--- config.mk ---
export PLATFORM = sky130hd
export DESIGN_NAME = frame_mem_reader
export DESIGN_NICKNAME = d
export VERILOG_FILES = /design/src/rtl/filter2d_pkg.sv /design/src/rtl/stream_fifo2.sv /design/src/rtl/frame_mem_reader.sv
export SDC_FILE = /design/constraint.sdc
export NUM_CORES = 1
export LEC_CHECK = 0
export CAP_MARGIN = 40
export CORE_ASPECT_RATIO = 2
export CORE_MARGIN = 5
export CORE_UTILIZATION = 45
export DETAILED_ROUTE_END_ITERATION = 16
export DONT_BUFFER_PORTS = 1
export SYNTH_ARGS = -nofsm -noshare
export SYNTH_HDL_FRONTEND = slang
export SYNTH_SLANG_ARGS = --single-unit
--- constraint.sdc ---
create_clock -name clk -period 4.1 [get_ports clk]
set_input_delay 0.615 -clock clk [delete_from_list [all_inputs] [get_ports clk]]
set_output_delay 0.615 -clock clk [all_outputs]
set_load 0.02 [all_outputs]
--- src/rtl/filter2d_pkg.sv ---
// Shared constants and reader FSM encoding for the filter2d memory datapath.
package filter2d_pkg;

   localparam int unsigned IMG_W    = 256;
   localparam int unsigned IMG_H    = 256;
   localparam int unsigned OUT_BASE = 65536;

   typedef enum logic [1:0] {
      StIdle  = 2'd0,
      StRun   = 2'd1,
      StDrain = 2'd2,
      StDone  = 2'd3
   } rd_state_e;

endpackage

--- src/rtl/stream_fifo2.sv ---
// Two-entry FIFO with registered head output; head_q is always the oldest entry.
module stream_fifo2 #(
   parameter int unsigned EW = 10
) (
   input  logic          clk_i,
   input  logic          n_reset_i,
   input  logic          push_i,
   input  logic [EW-1:0] data_i,
   input  logic          pop_i,
   output logic [1:0]    count_o,
   output logic [EW-1:0] data_o,
   output logic          valid_o
);

   logic [EW-1:0] head_q, head_d;
   logic [EW-1:0] tail_q, tail_d;
   logic [1:0]    count_q, count_d;
   logic          pop_ok;

   assign pop_ok = pop_i && (count_q != 2'd0);

   always_comb begin
      head_d  = head_q;
      tail_d  = tail_q;
      count_d = count_q;
      case ({push_i, pop_ok})
         2'b10: begin
            if (count_q == 2'd0) begin
               head_d  = data_i;
               count_d = 2'd1;
            end else if (count_q == 2'd1) begin
               tail_d  = data_i;
               count_d = 2'd2;
            end
         end
         2'b01: begin
            head_d  = tail_q;
            count_d = count_q - 2'd1;
         end
         2'b11: begin
            // Simultaneous push/pop keeps the count; new data lands behind any remaining entry.
            if (count_q == 2'd1) begin
               head_d = data_i;
            end else begin
               head_d = tail_q;
               tail_d = data_i;
            end
         end
         default: ;
      endcase
   end

   always_ff @(posedge clk_i or negedge n_reset_i) begin
      if (!n_reset_i) begin
         head_q  <= '0;
         tail_q  <= '0;
         count_q <= 2'd0;
      end else begin
         head_q  <= head_d;
         tail_q  <= tail_d;
         count_q <= count_d;
      end
   end

   assign count_o = count_q;
   assign data_o  = head_q;
   assign valid_o = (count_q != 2'd0);

endmodule

--- src/rtl/frame_mem_reader.sv ---
// Reads a WIDTH x HEIGHT frame from a 1-cycle-latency memory and streams it out in raster order.
module frame_mem_reader
   import filter2d_pkg::*;
#(
   parameter int unsigned WIDTH  = IMG_W,
   parameter int unsigned HEIGHT = IMG_H,
   parameter int unsigned AW     = 17,
   parameter int unsigned DW     = 8,
   parameter int unsigned BASE   = OUT_BASE
) (
   input  logic          clk,
   input  logic          n_reset,
   input  logic          start,
   output logic          busy,
   output logic          finish,
   output logic          cs,
   output logic          we,
   output logic [AW-1:0] addr,
   output logic [DW-1:0] din,
   input  logic [DW-1:0] dout,
   output logic          m_valid,
   input  logic          m_ready,
   output logic [DW-1:0] m_data,
   output logic          m_eol,
   output logic          m_eof
);

   localparam int unsigned CW = (WIDTH > 1) ? $clog2(WIDTH) : 1;
   localparam int unsigned RW = (HEIGHT > 1) ? $clog2(HEIGHT) : 1;
   localparam int unsigned EW = DW + 2;

   rd_state_e     state_q, state_d;
   logic [CW-1:0] col_q, col_d;
   logic [RW-1:0] row_q, row_d;
   logic [AW-1:0] ptr_q, ptr_d;
   logic          inflight_q, inflight_d;
   logic          eol_tag_q, eol_tag_d;
   logic          eof_tag_q, eof_tag_d;

   logic          last_col, last_row;
   logic          pop;
   logic [1:0]    fifo_count;
   logic [2:0]    credit;
   logic [EW-1:0] fifo_head;
   logic          fifo_valid;

   assign last_col = (col_q == CW'(WIDTH - 1));
   assign last_row = (row_q == RW'(HEIGHT - 1));
   assign pop      = fifo_valid && m_ready;

   // Entries held or still in flight after this cycle's pop; a read is issued only if room remains.
   assign credit = {1'b0, fifo_count} + {2'b00, inflight_q} - {2'b00, pop};
   assign cs     = (state_q == StRun) && (credit < 3'd2);

   always_comb begin
      state_d    = state_q;
      col_d      = col_q;
      row_d      = row_q;
      ptr_d      = ptr_q;
      eol_tag_d  = eol_tag_q;
      eof_tag_d  = eof_tag_q;
      inflight_d = cs;
      unique case (state_q)
         StIdle: begin
            if (start) begin
               state_d = StRun;
               col_d   = '0;
               row_d   = '0;
               ptr_d   = AW'(BASE);
            end
         end
         StRun: begin
            if (cs) begin
               ptr_d     = ptr_q + 1'b1;
               eol_tag_d = last_col;
               eof_tag_d = last_col && last_row;
               if (last_col) begin
                  col_d = '0;
                  row_d = row_q + 1'b1;
                  if (last_row) begin
                     state_d = StDrain;
                  end
               end else begin
                  col_d = col_q + 1'b1;
               end
            end
         end
         StDrain: begin
            if (pop && m_eof) begin
               state_d = StDone;
            end
         end
         StDone: begin
            state_d = StIdle;
         end
         default: state_d = StIdle;
      endcase
   end

   always_ff @(posedge clk or negedge n_reset) begin
      if (!n_reset) begin
         state_q    <= StIdle;
         col_q      <= '0;
         row_q      <= '0;
         ptr_q      <= '0;
         inflight_q <= 1'b0;
         eol_tag_q  <= 1'b0;
         eof_tag_q  <= 1'b0;
      end else begin
         state_q    <= state_d;
         col_q      <= col_d;
         row_q      <= row_d;
         ptr_q      <= ptr_d;
         inflight_q <= inflight_d;
         eol_tag_q  <= eol_tag_d;
         eof_tag_q  <= eof_tag_d;
      end
   end

   stream_fifo2 #(
      .EW(EW)
   ) u_fifo (
      .clk_i    (clk),
      .n_reset_i(n_reset),
      .push_i   (inflight_q),
      .data_i   ({eof_tag_q, eol_tag_q, dout}),
      .pop_i    (pop),
      .count_o  (fifo_count),
      .data_o   (fifo_head),
      .valid_o  (fifo_valid)
   );

   assign busy    = (state_q != StIdle);
   assign finish  = (state_q == StDone);
   assign we      = 1'b0;
   assign din     = '0;
   assign addr    = ptr_q;
   assign m_valid = fifo_valid;
   assign m_data  = fifo_head[DW-1:0];
   assign m_eol   = fifo_head[DW];
   assign m_eof   = fifo_head[DW+1];

endmodule

=== Yosys cells after proc, flatten, opt, wreduce, memory -nomap -nowiden ===
Index checks and enable logic that the tools add are counted.

* Bits in registers: 60
* Word-level logic and storage cells: 80
* ROM bits: 0
* Latch bits: 0
* Input bits: 12
* Memories kept: 0
* Bits in writable memories: 0
* Output and inout port bits: 40

* $lt $le $gt $ge: 1
* Shift operators: 0
* Muxes and demuxes: 25
* Bitwise gates (word level): 0
* $add $sub $neg: 6
* Equal/unequal tests: 18
* Div/mod/pow operators: 0
* Multiply operators: 0
* Reductions and logical operators: 20

{| class="wikitable"
|+ Operators by type and width
! kind !! count
|-
| 2-to-1 mux 10 bit || 4
|-
| 2-to-1 mux 8 bit || 5
|-
| 2-to-1 mux 17 bit || 2
|-
| one-hot mux 17 bit (2 select lines) || 1
|-
| one-hot mux 8 bit (2 select lines) || 2
|-
| one-hot mux 10 bit (3 select lines) || 1
|-
| one-hot mux 10 bit (2 select lines) || 1
|-
| adder 17 x 1 -> 17 bit, second input constant || 1
|-
| adder 8 x 1 -> 8 bit, second input constant || 2
|-
| == test 8 bit, second input constant || 2
|-
| 2-to-1 mux 2 bit || 7
|-
| != test 2 bit, second input constant || 7
|-
| nonzero test 2 bit || 5
|-
| == test 2 bit, second input constant || 4
|-
| one-hot mux 2 bit (4 select lines) || 1
|-
| == test 2 x 1 -> 1 bit, second input constant || 3
|-
| AND reduction 2 bit || 3
|-
| AND reduction 3 bit || 2
|-
| logical AND 1 bit || 5
|-
| AND reduction 5 bit || 1
|-
| zero test 2 bit || 2
|-
| one-hot mux 2 bit (2 select lines) || 1
|-
| AND reduction 4 bit || 1
|-
| adder 2 x 1 -> 3 bit || 1
|-
| other kinds (6) || 6
|}

=== Depth between registers and ports, before layout ===
* Depth in word-level cells: 7
* Depth in mapped cells: 13
* Depth with buffers taken out: 11

=== Modules after synthesis ===
From an unflattened synthesis, not the netlist that was laid out.

* Cell total of the unflattened synthesis: 329
* Area total of the unflattened synthesis: 3388.2 µm²

{| class="wikitable"
|+ Modules (own cells, without submodules)
! module !! area an instance (µm²) !! cells each !! sequential area each (µm²) !! instances
|-
| frame_mem_reader || 2316.0 || 251 || 950.9 || 1
|-
| stream_fifo2 || 1072.3 || 78 || 550.5 || 1
|}

=== Worst setup path after synthesis ===
No wires, ideal clock.

* Kind: flip-flop to flip-flop
* From: reg u_fifo.count_q[1] (netlist: u_fifo.count_o[1])
* To: reg ptr_q[7] (netlist: addr[7])
* Data arrival time: 2978 ps
* Path buffers: 1
* Cell stages (with the launch flop): 13
* Library setup time: 69 ps
* Setup slack: 1053 ps
* Cell sequence: dfrtp_1 inv_1 ha_1 nor2b_1 ha_1 nand2b_1 fa_1 xnor2_1 a21oi_1 or3_1 buf_2 or4_1 nand3_1

* Word-level cells in the longest chain between the ends: 7
* Elaborated cells between the ends (all ways): 8

{| class="wikitable"
|+ Ends and longest elaborated chain
! item !! RTL line !! text
|-
| from (decl) || stream_fifo2.sv:17 || <nowiki>logic [1:0] count_q, count_d;</nowiki>
|-
| from (signal assigned) || stream_fifo2.sv:61 || <nowiki>count_q <= count_d;</nowiki>
|-
| branches (longest 2 deep; another with adder 2 x 1 -> 3 bit) || - ||
|-
| subtractor 3 x 1 -> 3 bit (*) || frame_mem_reader.sv:52 || <nowiki>assign credit = {1'b0, fifo_count} + {2'b00, inflight_q} - {2'b00, pop};</nowiki>
|-
| < comparator 3 x 2 -> 1 bit (*) || frame_mem_reader.sv:53 || <nowiki>assign cs = (state_q == StRun) && (credit < 3'd2);</nowiki>
|-
| logical AND 1 bit (*) || frame_mem_reader.sv:53 ||
|-
| != test 2 bit (no source line) (*) || - ||
|-
| AND reduction 3 bit (no source line) (*) || - ||
|-
| to (signal assigned) || frame_mem_reader.sv:113 || <nowiki>ptr_q <= ptr_d;</nowiki>
|-
| to (decl) || frame_mem_reader.sv:35 || <nowiki>logic [AW-1:0] ptr_q, ptr_d;</nowiki>
|}

Mark *: on every way between the ends.
A chain may end at the register's enable or synchronous reset.

=== Worst setup path in the final report ===
* From: reg u_fifo.count_q[1] (netlist: u_fifo.count_o[1])
* To: reg ptr_q[9] (netlist: addr[9])

The elaborated chain is that of the path after synthesis.

==> results.rst <==
.. list-table::
   :header-rows: 1

   * - Metric
     - Value
   * - Number of cells on the worst reg-to-reg path
     - 11
   * - Status
     - completed
   * - Starting utilization of the core area
     - 45.7%
   * - Cts repair resizes
     - 0
   * - Post-Place Worst Slack
     - 694 ps
   * - Total number of H-tree levels
     - 3
   * - Worst flop-to-flop path startpoint
     - u_fifo.count_o[1]
   * - CP required
     - 4360 ps
   * - Chip Width
     - 71.9 µm
   * - Overall track demand over capacity in global routing
     - 18.4%
   * - Ratio of final minimum period to clock period
     - 83.5%
   * - Die H
     - 134 µm
   * - Total clock buffers created by CTS
     - 9
   * - Worst IR Drop VDD
     - 0.000404 V
   * - Final hold violations
     - 0
   * - TritonRoute pass-1 iters
     - 5
   * - Via count
     - 2,706
   * - Sequential fraction of the synthesis area
     - 43.6%
   * - Number of sinks on the clock net
     - 60
   * - Slew Limit Fails
     - 0
   * - Max FO, Critical Path
     - 22
   * - Top-area cell type share of the netlist area
     - 43.6%
   * - Gr ovfl total
     - 0
   * - Most area-hungry cell type in the Yosys netlist
     - dfrtp_1
   * - Startpoint types
     - register
   * - Number of global-route vias before repair
     - 2,809
   * - Placed wire-length estimate after detailed placement
     - 5.88 mm
   * - Largest net degree at the start of global routing
     - 61
   * - Setup clock skew after layout
     - 6.47 ps
   * - Avg Cell Area, Syn
     - 9.60 µm²
   * - Launch point of the critical path
     - u_fifo.count_o[1]
   * - Flop2flop setup slack
     - 680 ps
   * - Ratio of total power to cell area
     - 908 nW/µm²
   * - Post-layout minimum cycle time
     - 3420 ps
   * - Most common flop cell mapped by yosys
     - dfrtp_1
   * - Post-route worst setup slack
     - 677 ps
   * - Vias per Instance
     - 5.90
   * - Ant diodes
     - 0
   * - Nets
     - 388
   * - Count of unresolved DRC violations after routing
     - 0
   * - Number of rows created at floorplan
     - 45
   * - Critical path class
     - register to register
   * - Summed negative setup slack over all endpoints
     - 0 ps
   * - Clock latency reported for the late side of the worst-skew pair
     - 330 ps
   * - Syn Inst Count
     - 359
   * - Final antenna-violating net count
     - 0
   * - Detailed Route WL
     - 8.23 mm
   * - Most area-consuming cells after synthesis
     - dfrtp_1 44%, mux2_2 8.5%, nand2_1 5.0%
   * - Top-level port count
     - 52
   * - Fraction of registers with async set or reset after synthesis
     - 100%
   * - Worst path cell trace
     - inv_1, ha_1, nor2b_1, ha_1, nand2b_1, fa_1, xnor2_1, a21oi_1, or3_1, or4_1, nand3_1
   * - Total die area
     - 9620 µm²
   * - Count of routing violations after the opening detailed-route iteration
     - 128
   * - Type of destination of the critical path
     - register
   * - Slew HR
     - 48.2%
   * - Max Cap Violations
     - 0
   * - Average wire length per cell after detail routing
     - 17.9 µm
   * - Number of storage elements in the synthesis netlist
     - 60
   * - Crit-path max cell delay
     - 680 ps
   * - Ratio of cells with drive above 1 in the final layout
     - 14.8%
   * - Leakage power total
     - 1.67 nW
   * - First-pass GRT wire length
     - 13.7 mm
   * - Port Buf Inserts
     - 0
   * - Post-synth EDFFs
     - 0
   * - Unrepaired setup endpoints after global routing
     - false
   * - Slew of the pin with the lowest slew margin
     - 774 ps
   * - Cell seen most often among critical-path stages
     - ha_1
   * - Endpoint of the lowest-slack register-to-register path
     - addr[9]
   * - Post-CTS setup buffers
     - 0
   * - Number of warnings printed during yosys synthesis
     - 0
   * - Number of distinct library cells after synthesis
     - 50
   * - FMAX
     - 0.292 GHz
   * - Crit path arrival time
     - 3690 ps
   * - Number of antenna violations at the first check in global routing
     - 0
   * - Clock tree from TritonCTS
     - yes
   * - Placed cell count
     - 444
   * - Number of buffers on the longest clock path
     - 2
   * - # setup viols final
     - 0
   * - Number of standard cells in the final layout excluding fillers
     - 459
   * - Area added between synthesis and finish
     - 11.2%
   * - RD Place Congestion
     - 0.802
   * - Area inside the core boundary
     - 7540 µm²
   * - Post-synthesis instance area
     - 3450 µm²
   * - Final worst hold slack
     - 155 ps
   * - Path category of the worst min-delay check
     - input port to asynchronous set/reset pin
   * - Root cell of the clock tree
     - clkbuf_16
   * - Cell with the biggest individual delay on the critical path
     - or3_1
   * - Clock transition at path regs
     - 50 ps
[synth_stat cells, types with 2 or more instances]
master,count
buf_2,5
nor4_1,4
and3_1,5
nor2b_1,2
ha_1,13
or2_2,3
inv_1,12
nand3_1,19
or4_1,6
dfrtp_1,60
and2_1,2
o211a_1,2
a21oi_1,7
mux2i_1,3
nand4_1,2
nand4b_1,4
buf_4,10
a22o_1,6
clkbuf_1,8
a32o_1,2
o41ai_1,3
mux2_2,26
nand2b_1,8
nand2_1,46
nor2_1,24
a22oi_1,11
o31ai_1,4
o211ai_1,4
o21ai_0,17
a31oi_1,13
nor3_1,5
or3_1,5
[timing repair]
| item | 4_1_cts | 5_1_grt |
|---|---|---|
| setup endpoints to repair | 0 | 0 |
| hold buffers | 1 | 0 |
| endpoints found under the hold margin | 60 | 0 |
[power breakdown]
part / switching (mW) / internal [mW]
clock: 0.250 / 0.495
sequential: 0.436 / 0.825
combinational: 0.854 / 0.618
[routing by layer]
layer / track usage (%) / vias up / share of wire, %
met1: 18.2 / 1328 / 36
met4: 11.5 / 0 / 3.2
met3: 4.80 / 17 / 5.6
li1: - / 1302 / -
met5: 0 / - / 0
met2: 32.9 / 59 / 55
[area by class of cell]
type,count,area [µm²]
Clock buffer,12,256
Clock inverter,2,35.0
Fill cell,699,3710
Inverter,12,45.0
Multi-Input combinational cell,271,1800
Sequential cell,60,1500
Tap cell,94,118
Timing Repair Buffer,8,80.1
[kinds of logic (layout without fill, tap and decap cells)]
group                    after synthesis  after routing  share of synthesized area [%]
XOR/XNOR                               1              1                          0.254
adder cells (fa/ha/maj)               14             14                           5.30
AND/OR/NAND/NOR                      140            140                           20.7
AO/OA/AOI/OAI                         78             78                           15.6
flip-flops                            60             60                           43.6
multiplexers                          29             29                           9.36
buffers and inverters                 36             34                           5.19
other                                  1              9                          0.109
[how the worst max path moves through the flow]
stage | to | slack, ps | depth (start not counted)
2_1_floorplan | addr[7] | 1050 | 12
3_3_place_gp | addr[9] | 780 | 11
3_5_place_dp | addr[9] | 690 | 11
4_1_cts | addr[9] | 680 | 11
5_1_grt | addr[9] | 470 | 11
6_report | addr[9] | 680 | 11
[cells in the final DEF, fill, tap and decap left out, types with 6 or more instances in the layout]
| cell | n |
|---|---|
| a22o_1 | 6 |
| o21ai_0 | 16 |
| conb_1 | 9 |
| nand2_1 | 46 |
| dfrtp_1 | 60 |
| buf_4 | 7 |
| or4_1 | 6 |
| ha_1 | 13 |
| clkbuf_16 | 9 |
| nor2_1 | 24 |
| nand3_1 | 19 |
| inv_1 | 12 |
| a21oi_1 | 7 |
| nand2b_1 | 8 |
| a22oi_1 | 11 |
| a31oi_1 | 13 |
| mux2_2 | 26 |
[critical path: cells and delay by family, from the launching register on]
family | cells | cell delay [ps]
and+or+nand+nor | 5 | 1600
xor gates and xnor gates | 1 | 190
buffers and inverters | 1 | 110
AOI/OAI and AO/OA | 1 | 110
DFF | 1 | 410
adders and majority gates | 3 | 920
[state kept, by name, indices dropped and copies added, names as in the netlist]
signal,count
state_q,2
inflight_q,1
u_fifo.data_o,10
eof_tag_q,1
eol_tag_q,1
row_q,8
addr,17
u_fifo.count_o,2
u_fifo.tail_q,10
col_q,8
[through the flow]
stage | instance area [µm²] | util [%] | total power [mW]
finish | 3830 | 50.8 | 3.48
detailed placement | 3510 | 46.6 | 2.74
global placement | 3510 | 46.6 | 2.70
floorplan | 3480 | - | 2.34
global route | 3830 | 50.8 | 3.76
CTS | 3830 | 50.8 | 3.51
Note: power is estimated with default switching activity, not from simulation.
